--- src/rtl/cache_port_sequencer.sv ---
// Shares one cache SRAM port between two round-robin requesters: block-burst reads and element read-modify-writes.
// Read beat i responds at accept+2+i, write ack at accept+3; requests stall (ready low) while an op runs, responses have no backpressure.
module cache_port_sequencer #(
  parameter int ELEMENT_WIDTH      = 32,
  parameter int ELEMENTS_PER_BLOCK = 4,
  parameter int LG_EPB             = 2,
  parameter int WIDTH              = 128,
  parameter int DEPTH              = 64,
  parameter int LG_DEPTH           = 6,
  parameter int LG_BURST           = 4
) (
  input  logic                     clk,
  input  logic                     rst_n,
  input  logic                     req_valid_0,
  output logic                     req_ready_0,
  input  logic                     req_write_0,
  input  logic [LG_DEPTH-1:0]      req_addr_0,
  input  logic [LG_BURST-1:0]      req_len_0,
  input  logic [LG_EPB-1:0]        req_elem_0,
  input  logic [ELEMENT_WIDTH-1:0] req_wdata_0,
  input  logic                     req_valid_1,
  output logic                     req_ready_1,
  input  logic                     req_write_1,
  input  logic [LG_DEPTH-1:0]      req_addr_1,
  input  logic [LG_BURST-1:0]      req_len_1,
  input  logic [LG_EPB-1:0]        req_elem_1,
  input  logic [ELEMENT_WIDTH-1:0] req_wdata_1,
  output logic                     resp_valid,
  output logic                     resp_id,
  output logic                     resp_last,
  output logic [WIDTH-1:0]         resp_data,
  output logic [LG_DEPTH-1:0]      sram_addr,
  output logic                     sram_we,
  output logic [WIDTH-1:0]         sram_din,
  input  logic [WIDTH-1:0]         sram_dout
);

  typedef enum logic [1:0] {IDLE, BURST, RMW_RD, RMW_WR} state_t;

  typedef struct packed {
    logic                     id;
    logic                     write;
    logic [LG_DEPTH-1:0]      addr;
    logic [LG_BURST-1:0]      len;
    logic [LG_EPB-1:0]        elem;
    logic [ELEMENT_WIDTH-1:0] wdata;
  } req_t;

  state_t               state, state_nxt;
  req_t                 cur, req_sel;
  logic                 last;
  logic [LG_BURST-1:0]  beat;
  logic                 grant_id, accept;
  logic [LG_DEPTH-1:0]  addr_c;
  logic                 we_c, issue, issue_last, issue_wr;
  logic                 rsp_vld, rsp_id, rsp_last, rsp_wr;
  logic [WIDTH-1:0]     merged, merged_q;

  // On a tie the requester that was not granted last time wins.
  always_comb begin
    grant_id = (req_valid_0 && req_valid_1) ? ~last : req_valid_1;
    accept   = rst_n && (state == IDLE) && (req_valid_0 || req_valid_1);
    req_ready_0 = accept && !grant_id;
    req_ready_1 = accept && grant_id;
    req_sel.id = grant_id;
    if (grant_id) begin
      req_sel.write = req_write_1;
      req_sel.addr  = req_addr_1;
      req_sel.len   = req_len_1;
      req_sel.elem  = req_elem_1;
      req_sel.wdata = req_wdata_1;
    end else begin
      req_sel.write = req_write_0;
      req_sel.addr  = req_addr_0;
      req_sel.len   = req_len_0;
      req_sel.elem  = req_elem_0;
      req_sel.wdata = req_wdata_0;
    end
  end

  always_comb begin
    merged = sram_dout;
    for (int e = 0; e < ELEMENTS_PER_BLOCK; e++) begin
      if (cur.elem == LG_EPB'(e)) merged[e*ELEMENT_WIDTH +: ELEMENT_WIDTH] = cur.wdata;
    end
  end

  always_comb begin
    state_nxt  = state;
    addr_c     = '0;
    we_c       = 1'b0;
    issue      = 1'b0;
    issue_last = 1'b0;
    issue_wr   = 1'b0;
    case (state)
      IDLE: begin
        if (accept) state_nxt = req_sel.write ? RMW_RD : BURST;
      end
      BURST: begin
        addr_c     = LG_DEPTH'((int'(cur.addr) + int'(beat)) % DEPTH);
        issue      = 1'b1;
        issue_last = (beat == cur.len);
        if (issue_last) state_nxt = IDLE;
      end
      RMW_RD: begin
        addr_c    = cur.addr;
        state_nxt = RMW_WR;
      end
      RMW_WR: begin
        addr_c     = cur.addr;
        we_c       = 1'b1;
        issue      = 1'b1;
        issue_last = 1'b1;
        issue_wr   = 1'b1;
        state_nxt  = IDLE;
      end
      default: state_nxt = IDLE;
    endcase
  end

  always_ff @(posedge clk) begin
    if (!rst_n) begin
      state    <= IDLE;
      cur      <= '0;
      last     <= 1'b1;
      beat     <= '0;
      rsp_vld  <= 1'b0;
      rsp_id   <= 1'b0;
      rsp_last <= 1'b0;
      rsp_wr   <= 1'b0;
      merged_q <= '0;
    end else begin
      state <= state_nxt;
      if (accept) begin
        cur  <= req_sel;
        last <= grant_id;
        beat <= '0;
      end else if (state == BURST) begin
        beat <= beat + 1'b1;
      end
      // Response stage trails the SRAM address by exactly one cycle.
      rsp_vld  <= issue;
      rsp_id   <= cur.id;
      rsp_last <= issue_last;
      rsp_wr   <= issue_wr;
      if (issue_wr) merged_q <= merged;
    end
  end

  assign sram_addr  = rst_n ? addr_c : '0;
  assign sram_we    = rst_n && we_c;
  assign sram_din   = (rst_n && we_c) ? merged : '0;
  assign resp_valid = rst_n && rsp_vld;
  assign resp_id    = rst_n && rsp_id;
  assign resp_last  = rst_n && rsp_last;
  assign resp_data  = (rst_n && rsp_vld) ? (rsp_wr ? merged_q : sram_dout) : '0;

endmodule
--- config.mk ---
export PLATFORM = sky130hd
export DESIGN_NAME = cache_port_sequencer
export DESIGN_NICKNAME = d
export VERILOG_FILES = /design/src/rtl/cache_port_sequencer.sv
export SDC_FILE = /design/constraint.sdc
export NUM_CORES = 1
export LEC_CHECK = 0
export ABC_AREA = 1
export ABC_CLOCK_PERIOD_IN_PS = 1650
export BUFFER_PORTS_ARGS = -buffer_cell sky130_fd_sc_hd__buf_2
export CAP_MARGIN = 10
export CORE_AREA = 8 8 186 188
export DETAILED_ROUTE_END_ITERATION = 6
export DIE_AREA = 0 0 194 196
export GPL_TIMING_DRIVEN = 0
export PLACE_DENSITY = 0.7
export SLEW_MARGIN = 20
export SYNTH_ARGS = -nofsm -noshare
export SYNTH_HDL_FRONTEND = slang
export SYNTH_SLANG_ARGS = --single-unit
--- constraint.sdc ---
create_clock -name clk -period 1.65 [get_ports clk]
set_input_delay 0.33 -clock clk [delete_from_list [all_inputs] [get_ports clk]]
set_output_delay 0.33 -clock clk [all_outputs]
set_load 0.01 [all_outputs]
==> flow_metrics.py <==
metrics = {
    "worst_setup_path": {
        "cp.required_ps": 1320,
        "regToRegSetupSlack_ps": -210,
        "reg2reg_from": "state[1]",
        "crit_path_max_fanout": 6,
        "worstPathArrival_ps": 2080,
        "reg2reg_depth": 11,
        "start_kind": "register",
        "critPathTopFamily": "buffers and inverters",
        "slowest_stage": "dfxtp_4",
        "cpPeakStageDelay_ps": 370,
        "cp-end-kind": "output pin",
        "crit_buf_inv": 4,
        "crit_cells": 7,
        "r2r_end": "last",
        "cp_cell_sequence": "buf_8 -> nor2_4 -> buf_8 -> clkbuf_16 -> nor2_4 -> nor2_2 -> buf_2",
        "crit_type": "reg -> out",
    },
    "yosys": {
        "syn_nets": 1824,
        "synth_seq_area_share_pct": 34.98,
        "synth_cell_type_count": 27,
        "synth.ff_latch_count": 184,
        "netlist_instances": 1596,
        "synth.avg_cell_area_sq_um": 6.598,
        "synth.cell_area_sq_um": 10530,
        "yosys_warnings": 0,
    },
    "pwr": {
        "power_density_nw_per_um2": 623.9,
        "ir_drop_mv": 0.6821,
        "p_leak_nw": 8.948,
    },
    "cts": {
        "cts_tree": "built",
        "cts_buffers": 17,
        "cts.sinks": 184,
        "clkLatencyLatePin_ps": 440,
        "ctsHtreeMaxLevel": 4,
        "hold_buffers": 0,
        "cts_root_buffer": "clkbuf_16",
        "clk_path_buf_depth": 2,
        "path_clk_slew_ps": 90,
    },
    "finish": {
        "fin_nets": 2509,
        "fin_cells": 2709,
        "fin_util_pct": 68.70,
        "drive_above_1_share_pct": 59.50,
        "fillCellCount": 2237,
        "syn_to_final_growth_pct": 108.0,
    },
    "sta": {
        "hold_ws_ps": 88.94,
        "maxSlewViolCount": 0,
        "clock_skew_ps": 18.17,
        "final_hold_viol_count": 0,
        "slew_headroom_pct": 47.01,
        "fin_ws_ps": -755.4,
        "rsz0062_at_grt": "true",
        "fmax_ghz": 0.4157,
        "fin_crit_ps": 2405,
        "tightest_slew_ps": 794.9,
        "setup_viol": 310,
        "finalCritPeriodShare_pct": 145.8,
    },
    "grt": {
        "grt_first_pass_wirelength_mm": 100.3,
        "grt.overflow.total": 0,
        "grt_max_degree": 21,
        "grtUsageTotal_pct": 34.39,
        "antenna_found_initial": 6,
        "grt_pass1_vias": 15940,
    },
    "route": {
        "ant_nets": 0,
        "drc": 0,
        "dr.first_iter.drc_count": 1683,
        "dr.pass1.iters": 7,
        "vias_per_cell": 6.023,
        "wl_per_cell_um": 27.90,
        "drt_wl_total_mm": 75.57,
        "vias": 16320,
    },
    "placement": {
        "gp_congestion": 0.8985,
        "dpl.cell_count": 2493,
        "dp_hpwl_mm": 45.73,
        "pre_cts_ws_ps": -1047,
        "portBuffers": 489,
    },
    "floorplan": {
        "start_util_pct": 33.04,
        "placementRows": 66,
        "core_sq_um": 31880,
        "die_w_um": 194,
        "die_area_sq_um": 38020,
        "pin_count": 490,
        "die_h_um": 196,
    },
    "worst_hold_path": {
        "hold_end": "cur[17]",
        "hold_path.class": "in -> reg",
        "hold_depth": 3,
        "hold_start": "req_wdata_0[17]",
    },
    "run_status": {
        "status": "finished with violations",
        "violations": "setup timing",
    },
    "run": {
        "cap_violations": 0,
    },
}
## worst max-delay path by stage
stage,start,endpoint,slack (ps)
after floorplan,beat[0],sram_addr[4],10
after global placement,rst_n,resp_data[64],-1010
after detailed placement,rst_n,resp_data[64],-1050
after CTS,beat[0],sram_addr[4],-680
after global routing,cur[33],sram_din[6],-790
final,cur[33],sram_din[6],-760
## flip-flops by register name, indices dropped and copies added (netlist names)
| name | count |
|---|---|
| last | 1 |
| rsp_vld | 1 |
| rsp_last | 1 |
| beat | 4 |
| rsp_wr | 1 |
| rsp_id | 1 |
| merged_q | 128 |
| state | 2 |
| cur | 45 |
## where the power goes
part           internal (mW)  switching (mW)  total [mW]
logic                   1.70            2.42        4.11
clock network           2.21            2.31        4.52
registers               4.60           0.428        5.03
## worst register-to-register path, stage by stage, from the launching register on
cell and delay [ps]:
dfxtp_4 400, buf_6 110, buf_6 90, buf_6 100
nor2_4 40, inv_2 60, nor2_4 40, buf_6 150
nor2_2 410, inv_1 200, nor2_1 120, nor2_1 50
## routing by layer
layer	share of wire [%]	vias to the layer above	global-route usage, %
met3	9.6	433	7.934
met4	8.1	4	22.94
met2	47	1356	58.55
met5	0.028	-	0
met1	35	7726	38.17
li1	-	6797	-
## cells in the mapped netlist (all sizes together)
master	instances	share of area, %
a31o	32	2.7
buf	44	2.5
nand3	44	2.1
xor2	2	0.17
a211oi	13	0.93
inv	128	4.6
o21ai	185	8.8
nand3b	1	0.071
clkbuf	88	3.1
nand2	344	12
dfxtp	184	35
o32ai	96	8.0
ha	5	0.59
clkinv	1	0.036
a21oi	197	10
nor2	231	8.6
fa	1	0.19
## through the flow
stage                     total power [mW]  area (sq um)  setup TNS [ps]
after global routing                 13.99         21890         -143890
final                                13.66         21900         -128920
after global placement               7.024         13500         -206260
after floorplan                      6.001         10540               0
after CTS                            12.95         20170         -131980
after detailed placement             7.062         13500         -211690
## cells in the final DEF (no fill, tap or decap), types with 31 or more instances in the layout
cell | Yosys | final
buf_2 | 24 | 381
nand2_1 | 342 | 302
dfxtp_1 | 184 | 156
buf_6 | 4 | 143
nor2_1 | 223 | 122
inv_1 | 125 | 115
o21ai_4 | 0 | 114
buf_4 | 10 | 100
o32ai_1 | 96 | 96
a21oi_2 | 29 | 74
a21oi_4 | 0 | 72
clkbuf_16 | 0 | 66
nor2_2 | 6 | 65
o21ai_2 | 0 | 54
a21oi_1 | 168 | 51
buf_12 | 0 | 43
nor2_4 | 1 | 43
nand3_1 | 44 | 39
a31o_2 | 32 | 32
buf_8 | 0 | 31
## cell families after synthesis
family | synth area share, %
DFF | 34.98
adders and majority gates | 0.7842
buffers and inverters | 10.23
AOI/OAI and AO/OA | 30.76
xor gates and xnor gates | 0.1664
and+or+nand+nor | 23.08
## repair_timing
| item | in CTS | in global routing |
|---|---|---|
| gates cloned | 45 | 10 |
| resized for setup | 1141 | 386 |
| setup endpoints to repair | 396 | 337 |
| pin swaps | 174 | 78 |
| buffers inserted | 99 | 53 |
## cell type report
type	count	area, sq um	area share, %
multi-input cells	1151	9143	41.75
repair buffers	677	5707	26.06
flip-flops and latches	184	3739	17.07
plain buffers	121	1605	7.331
inverters	129	550.5	2.514
well taps	408	510.5	2.331
clock buffers	17	425.4	1.943
clock inverters	15	201.4	0.9199
diodes	7	17.52	0.07999
No activity file was read; power rests on OpenSTA's default activity.
